## config.mk

```make
export PLATFORM = sky130hd
export DESIGN_NAME = p_modarith_vec
export DESIGN_NICKNAME = d
export VERILOG_FILES = /design/src/rtl/p_modarith_vec.sv
export SDC_FILE = /design/constraint.sdc
export NUM_CORES = 1
export LEC_CHECK = 0
export CELL_PAD_IN_SITES_DETAIL_PLACEMENT = 1
export CELL_PAD_IN_SITES_GLOBAL_PLACEMENT = 1
export CORE_MARGIN = 2
export CORE_UTILIZATION = 43
export DETAILED_ROUTE_END_ITERATION = 16
export PLACE_DENSITY_LB_ADDON = 0.12
export SKIP_CTS_REPAIR_TIMING = 1
export SLEW_MARGIN = 20
export SYNTH_ARGS = -nofsm -noshare
export SYNTH_HDL_FRONTEND = slang
export SYNTH_SLANG_ARGS = --single-unit
```

## constraint.sdc

```tcl
create_clock -name i_clk -period 5.15 [get_ports i_clk]
set_input_delay 1.2875 -clock i_clk [delete_from_list [all_inputs] [get_ports i_clk]]
set_output_delay 1.2875 -clock i_clk [all_outputs]
set_load 0.1 [all_outputs]
```

## src/rtl/p_modarith_vec.sv

```systemverilog
// p_modarith_vec
// -----------------------------------------------------------------------------
// Pipelined multi-lane modular arithmetic unit over GF(P).
// Each accepted cycle processes LANES independent operand pairs with one of
// add, subtract, accumulate or negate. Every result is reduced into [0, P-1].
// One vector is accepted per cycle, and results appear two cycles later.
//
// Parameters:
//   WIDTH  bits per field element (P < 2**WIDTH)
//   P      field modulus (2 <= P < 2**WIDTH)
//   LANES  number of independent lanes
//
// Ports:
//   i_clk      clock
//   i_rst      synchronous active-high reset
//   i_start    operation valid this cycle
//   i_mode     00 add, 01 sub, 10 accumulate, 11 negate
//   i_acc_clr  clear all lane accumulators
//   in_1       operand A, lane k at [k*WIDTH +: WIDTH]
//   in_2       operand B, same packing (unused by accumulate and negate)
//   out        registered result vector, same packing
//   o_done     out is valid this cycle (one pulse per operation)
// -----------------------------------------------------------------------------
module p_modarith_vec #(
    parameter int WIDTH = 8,
    parameter int P     = 251,
    parameter int LANES = 4
) (
    input  logic                     i_clk,
    input  logic                     i_rst,
    input  logic                     i_start,
    input  logic [1:0]               i_mode,
    input  logic                     i_acc_clr,
    input  logic [LANES*WIDTH-1:0]   in_1,
    input  logic [LANES*WIDTH-1:0]   in_2,
    output logic [LANES*WIDTH-1:0]   out,
    output logic                     o_done
);

    typedef enum logic [1:0] {
        MODE_ADD = 2'b00,
        MODE_SUB = 2'b01,
        MODE_ACC = 2'b10,
        MODE_NEG = 2'b11
    } mode_t;

    localparam logic [WIDTH:0] P_EXT = (WIDTH+1)'(P);

    mode_t op_mode;
    logic  acc_op;

    logic [LANES-1:0][WIDTH:0]   a_ext;
    logic [LANES-1:0][WIDTH:0]   b_ext;
    logic [LANES-1:0][WIDTH:0]   acc_base;
    logic [LANES-1:0][WIDTH:0]   acc_sum;
    logic [LANES-1:0][WIDTH-1:0] acc_next;
    logic [LANES-1:0][WIDTH:0]   raw_d;

    logic [LANES-1:0][WIDTH-1:0] acc_q;
    logic [LANES-1:0][WIDTH:0]   s1_raw;
    logic                        s1_valid;
    mode_t                       s1_mode;

    logic [LANES-1:0][WIDTH-1:0] fixed;

    assign op_mode = mode_t'(i_mode);
    assign acc_op  = i_start && (op_mode == MODE_ACC);

    // Stage-1 raw results, one WIDTH+1 bit value per lane.
    // Add keeps the carry, sub and negate keep the borrow in the top bit.
    // Negate is computed as 0 - a so it shares the subtract correction.
    // The accumulator path is fully reduced here, so back-to-back
    // accumulates see the updated value with no bubble.
    // A clear in the same cycle as an accumulate zeroes the old value
    // before the add.
    always_comb begin
        a_ext    = '0;
        b_ext    = '0;
        acc_base = '0;
        acc_sum  = '0;
        acc_next = '0;
        raw_d    = '0;
        for (int k = 0; k < LANES; k++) begin
            a_ext[k]    = {1'b0, in_1[k*WIDTH +: WIDTH]};
            b_ext[k]    = {1'b0, in_2[k*WIDTH +: WIDTH]};
            acc_base[k] = i_acc_clr ? '0 : {1'b0, acc_q[k]};
            acc_sum[k]  = acc_base[k] + a_ext[k];
            acc_next[k] = (acc_sum[k] >= P_EXT) ? WIDTH'(acc_sum[k] - P_EXT)
                                                : acc_sum[k][WIDTH-1:0];
            case (op_mode)
                MODE_ADD: raw_d[k] = a_ext[k] + b_ext[k];
                MODE_SUB: raw_d[k] = a_ext[k] - b_ext[k];
                MODE_NEG: raw_d[k] = '0 - a_ext[k];
                MODE_ACC: raw_d[k] = {1'b0, acc_next[k]};
            endcase
        end
    end

    // Stage-2 single correction. Sums, including the already-reduced
    // accumulator value, lose P when they reach it. Differences that
    // borrowed get P added back. For canonical inputs one step is enough.
    always_comb begin
        fixed = '0;
        for (int k = 0; k < LANES; k++) begin
            if ((s1_mode == MODE_SUB) || (s1_mode == MODE_NEG)) begin
                fixed[k] = s1_raw[k][WIDTH] ? WIDTH'(s1_raw[k] + P_EXT)
                                            : s1_raw[k][WIDTH-1:0];
            end else begin
                fixed[k] = (s1_raw[k] >= P_EXT) ? WIDTH'(s1_raw[k] - P_EXT)
                                                : s1_raw[k][WIDTH-1:0];
            end
        end
    end

    // Pipeline and accumulator registers.
    // Reset drops everything in flight, including a start in the same cycle.
    // The accumulators change only on an accumulate or a clear.
    // out only loads when a valid result arrives, so it holds between results.
    always_ff @(posedge i_clk) begin
        if (i_rst) begin
            acc_q    <= '0;
            s1_raw   <= '0;
            s1_valid <= 1'b0;
            s1_mode  <= MODE_ADD;
            out      <= '0;
            o_done   <= 1'b0;
        end else begin
            s1_valid <= i_start;
            s1_raw   <= raw_d;
            s1_mode  <= op_mode;
            if (acc_op) begin
                acc_q <= acc_next;
            end else if (i_acc_clr) begin
                acc_q <= '0;
            end
            o_done <= s1_valid;
            if (s1_valid) begin
                out <= fixed;
            end
        end
    end

endmodule

```

Word-level counts from Yosys, hierarchy flattened --
Index checks and enable logic that the tools add are counted.
Word-level totals: flip-flop bits (word level) 104, input port bits 70, output and inout bits 33, word-level logic and storage cells 83
Cells by class: $add $sub $neg 28, order comparisons 8, equality and inequality tests 5, mux-type cells 26, reduce and logical (&&, ||, !) cells 4
Operators by type and width (number):
- $mux W8 | 20
- $pmux W9 S4 | 4
- $add A8 B8 Y9 | 8
- $ge A9 B8 Y1 const B | 8
- $mux W32 | 2
- $sub A8 B8 Y8 const B | 8
- $sub A1 B8 Y9 const A | 4
- $sub A8 B8 Y9 | 4
- $add A8 B8 Y8 const B | 4
- $eq A2 B2 Y1 const B | 3
- $eq A2 B1 Y1 const B | 2
- $logic_not A2 Y1 | 1
- $reduce_bool A2 Y1 | 1
- $logic_and A1 B1 Y1 | 1
- $logic_or A1 B1 Y1 | 1

Depth between registers and ports, before layout --
depth in word-level cells 5, gate-level depth with buffers 15, mapped depth without buffers 13

Worst setup path after synthesis --
No wires, ideal clock.
kind input to register, start point input port i_mode[1], end point register s1_raw[17] (netlist name), setup time 0.120 ns, arrival 4.067 ns, required time 5.030 ns, path slack 0.963 ns, stages on the path 14, path buffers 3, cells stage by stage clkbuf_1 > nor2b_1 > clkbuf_1 > buf_1 > mux2i_1 > fa_1 > a21o_1 > a21oi_1 > o21bai_1 > a21oi_1 > o21bai_1 > a21o_1 > o311a_1 > o31a_1
On the way: cells in the longest elaborated chain, start to end 2, elaborated cells on any way between the ends 5, classes of those cells eq/ne (3); mux (1); reduce/logical (1)
Ends and longest elaborated chain:
- start: declaration | RTL line 32 | input logic [1:0] i_mode,
- $eq A2 B2 Y1, or another cell as far along | RTL line 90 | case (op_mode)
- $pmux W9 S4 (*) | RTL line 90
- end signal: assignment | RTL line 129 | s1_raw <= raw_d;
- end: declaration | RTL line 60 | logic [LANES-1:0][WIDTH:0] s1_raw;
Every way passes the cells marked *; elsewhere a longest branch is shown, timed or not. A chain may end at the register's enable or synchronous reset.

Worst setup path after layout --
start point input port i_acc_clr, end point register s1_raw[23] (netlist name)
On the way: cells in the longest elaborated chain, start to end 5, elaborated cells on any way between the ends 6, classes of those cells add/sub (2); order compare (1); mux (3)
Ends and longest elaborated chain:
- start: declaration | RTL line 33 | input logic i_acc_clr,
- $mux W8 (*) | RTL line 86 | acc_base[k] = i_acc_clr ? '0 : {1'b0, acc_q[k]};
- $add A8 B8 Y9 (*) | RTL line 87 | acc_sum[k] = acc_base[k] + a_ext[k];
- $sub A8 B8 Y8 / $ge A9 B8 Y1 (equally long branches) | RTL line 88 | acc_next[k] = (acc_sum[k] >= P_EXT) ? WIDTH'(acc_sum[k] - P_EXT)
- $mux W8 (*) | RTL line 88
- $pmux W9 S4 (*) | RTL line 90
Marked as above.

==> metrics.log <==
[metrics] Data required, critical path: 5.36 ns
[metrics] final setup fails: 0
[metrics] total core area: 21800 sq um
[metrics] HPWL Detailed: 24100 um
[metrics] reg-to-reg slack, setup: 1.80 ns
[metrics] Yosys cell types: 81
[metrics] cell leakage power: 4.44 nW
[metrics] first-pass iteration count of the detailed router: 5
[metrics] Yosys warning total: 0
[metrics] top library cells by usage in the layout, fill and taps aside: 126 x nor2_1, 103 x dfxtp_1, 101 x clkdlybuf4s50_1, 84 x ha_1, 72 x a21oi_1
[metrics] number of antenna violations at the first check in global routing: 0
[metrics] Final period util: 90.7%
[metrics] crit path DAT: 4.88 ns
[metrics] run status: complete, no violations
[metrics] Initial Util: 43.7%
[metrics] part of the total power dissipated in combinational logic: 37.4%
[metrics] type of the setup path with the least slack: in2reg
[metrics] number of flops mapped to enable cells by yosys: 0
[metrics] layout cell share with drive strength beyond 1: 5.05%
[metrics] most common cell after layout, fill and taps aside: nor2_1
[metrics] detailed-route wire length per cell: 19.4 um
[metrics] die outline area: 23300 sq um
[metrics] pin count of the biggest net entering global routing: 48
[metrics] cell with the largest stage delay on the worst path: clkdlybuf4s50_1
[metrics] P_int: 1.69 mW
[metrics] Cell Area, Synth: 9510 sq um
[metrics] area share of the largest cell type after synthesis: 21.7%
[metrics] cell count after synthesis: 1217
[metrics] layout overhead on the synthesized area: 17.4%
[metrics] worst hold margin: 0.490 ns
[metrics] share of total power in sequential cells: 34.0%
[metrics] fraction of the mapped netlist area in adder cells: 12.7%
[metrics] post-route design area: 11200 sq um
[metrics] setup repair after global routing missed its margin: false
[metrics] first-pass GRT wire length: 50100 um
[metrics] Mapped Nets: 1379
[metrics] cells along the critical path: clkdlybuf4s50_1 > buf_4 > nor2b_1 > ha_1 > inv_1 > fa_1 > nand2b_1 > a21oi_2 > xnor2_1 > nor3b_1 > a41oi_2 > nor4b_2 > xor2_1 > o22ai_1
[metrics] total routing usage reported by global routing: 26.0%
[metrics] GRT overflow: 0
[metrics] top fanout value on the critical path: 10
[metrics] routed via count: 9279
[metrics] type of the tightest min-delay check: reg2reg
[metrics] input/output buffers: 102
[metrics] final RePlAce weighted congestion: 0.902
[metrics] delay of the slowest cell on the worst path: 0.55 ns
[metrics] Ports: 103
[metrics] mux cell area share after synthesis: 3.20%
[metrics] post-detailed-route DRC marker count: 0
[metrics] CTS Root Cell: clkbuf_16
[metrics] clock slew seen by the registers of the worst setup and hold paths: 0.08 ns
[metrics] primary flip-flop cell chosen by synthesis mapping: dfxtp_1
[metrics] XOR/XNOR Fraction of Synth Area: 10.5%
[metrics] Achievable Freq: 214 MHz
[metrics] worst setup timing slack at the placement stage: 0.111 ns
[metrics] flops & latches, synth: 103
[metrics] clock latency reported for the late side of the worst-skew pair: 0.36 ns
[metrics] via count of the first global-routing pass: 9429
[metrics] Switching Share: 37.9%
[metrics] max-slew violation count: 0
[metrics] Worst-Margin Slew: 1.05 ns
[metrics] number of max-cap violations: 0
[metrics] switching power total: 1.03 mW
[metrics] Mean Syn Cell Area: 7.81 sq um
[metrics] summed negative setup slack over all endpoints: 0 ns
[metrics] number of clock sinks seen by CTS: 103
[metrics] CTS buffer count: 9
[metrics] antenna violation net count after detailed routing: 0
[metrics] number of levels in the clock H-tree: 3
[metrics] number of inserted diodes: 0
[metrics] top cells by area in the synthesized netlist: dfxtp_1 22%, ha_1 11%, xnor2_1 6.3%
[metrics] proportion of synthesized chip area in sequential cells: 21.7%
[metrics] DP Area: 10800 sq um
[metrics] library cell with the largest summed area after synthesis: dfxtp_1
[metrics] Fin. Hold Viols: 0
[metrics] worst ir drop on vdd: 0.148 mV
[metrics] y dimension of the die: 153 um
[metrics] final critical-path setup slack: 0.481 ns
[metrics] clock buffer depth: 2
[metrics] standard-cell row count: 54
[metrics] TritonCTS clock tree: built
[metrics] drt initial violations: 454
[metrics] shortest period the worst path allows: 4.67 ns
[metrics] Top delay family on crit path: simple AND/OR/NAND/NOR gates
[metrics] Clk pwr share: 28.6%
[metrics] clk_skew: 0.00758 ns
[metrics] Worst slew margin: 30.1%
[metrics] type of element capturing the critical path: register
[metrics] Pwr Density: 244 nW/um^2
[metrics] Buffers & Inverters on Critical Path: 3
[metrics] post-synthesis compound-gate area fraction: 24.5%
[metrics] overall die width: 153 um
[metrics] kind of launch point of the worst setup path: input port
[metrics] average via count per standard cell: 5.84
[metrics] async set-or-reset flop fraction in the synthesized netlist: 0%
[metrics] Simple-Gate Fraction of Synth Area: 22.9%
[metrics] number of nets in the layout: 1465
[metrics] detailed-route wire length: 30800 um
[metrics] combinational family with the most area after synthesis: compound AO/OA/AOI/OAI gates
power by group through the flow:
stage	Sequential (mW)	Clock [mW]	Combinational, mW
finish	0.925	0.778	1.02
global route	0.934	0.814	1.12
CTS	0.923	0.784	1.02
detailed placement	0.941	0	1.01
global placement	0.938	0	0.985
floorplan	1.04	0	0.597
worst reg2reg max path, cell delays in order (launching register included):
cell	delay, ns
dfxtp_1	0.30
nor2b_1	0.13
ha_1	0.23
fa_1	0.44
and3_1	0.21
o21ai_0	0.40
mux2i_1	0.30
and2_1	0.25
nor3_1	0.10
a21oi_1	0.39
mux2i_1	0.35
o22ai_1	0.12
final timing paths:
path / start / to / cells past startpoint
worst max-delay path: i_acc_clr / s1_raw[23]$_SDFF_PP0_ / 14
worst min-delay path: out[17]$_SDFFE_PP0P_ / out[17]$_SDFFE_PP0P_ / 2
worst max register to register: acc_q[24]$_SDFFE_PP0P_ / s1_raw[28]$_SDFF_PP0_ / 11
worst min register to register: out[17]$_SDFFE_PP0P_ / out[17]$_SDFFE_PP0P_ / 2
cells by family (layout without fill, tap and decap cells):
logic type	Yosys count	in the layout
and+or+nand+nor	429	429
AOI/OAI and AO/OA	344	344
xor gates and xnor gates	114	114
buffers and inverters	105	196
DFF	103	103
adders and majority gates	92	92
muxes	30	30
registers in the layout, indices dropped and copies added (netlist names):
register	cells
acc_q	32
o_done	1
out	32
s1_mode	1
s1_raw	36
s1_valid	1
per-layer routing:
metal | up-vias | track usage, % | share of wire [%]
li1 | 4587 | - | -
met1 | 4538 | 35.8 | 49
met2 | 142 | 44.8 | 47
met3 | 12 | 2.53 | 2.9
met4 | 0 | 4.41 | 0.73
met5 | - | 0 | 0
metrics by stage:
| step | power [mW] | util, % | std cells |
|---|---|---|---|
| 2_1_floorplan | 1.63 | - | 1217 |
| 3_3_place_gp | 1.92 | 49.8 | 1572 |
| 3_5_place_dp | 1.95 | 49.8 | 1572 |
| 4_1_cts | 2.72 | 51.3 | 1588 |
| 5_1_grt | 2.86 | 51.3 | 1588 |
| 6_report | 2.72 | 51.3 | 1588 |
cell usage after synthesis, drive strengths merged (3+ instances only):
cell       n
or3       11
o211a      3
buf        8
o31ai     13
nor2     128
xor2      46
mux2       3
xnor2     68
a22oi      6
o211ai    10
o22ai     36
a311oi     5
fa         8
nand2     68
and3      19
nor3      49
nor4      14
a31oi     17
ha        84
dfxtp    103
or4b       3
mux2i     27
a211oi    19
inv       58
nor3b      7
a21oi     74
or2        8
or4        5
nand3     22
o21ai     63
nor2b     55
o2bb2ai   23
o21a      13
o21bai     8
nand2b    23
a22o       7
nor4b      3
clkbuf    38
and2       6
a21o      16
layout make-up:
type	instances	area (sq um)
clock buffer	9	225
timing repair buffer	121	1170
fill	2709	10600
inverter	59	221
sequential	103	2060
tap	280	350
multi-input combinational	1009	7030
clock inverter	7	101
No activity file was read; power rests on OpenSTA's default activity.
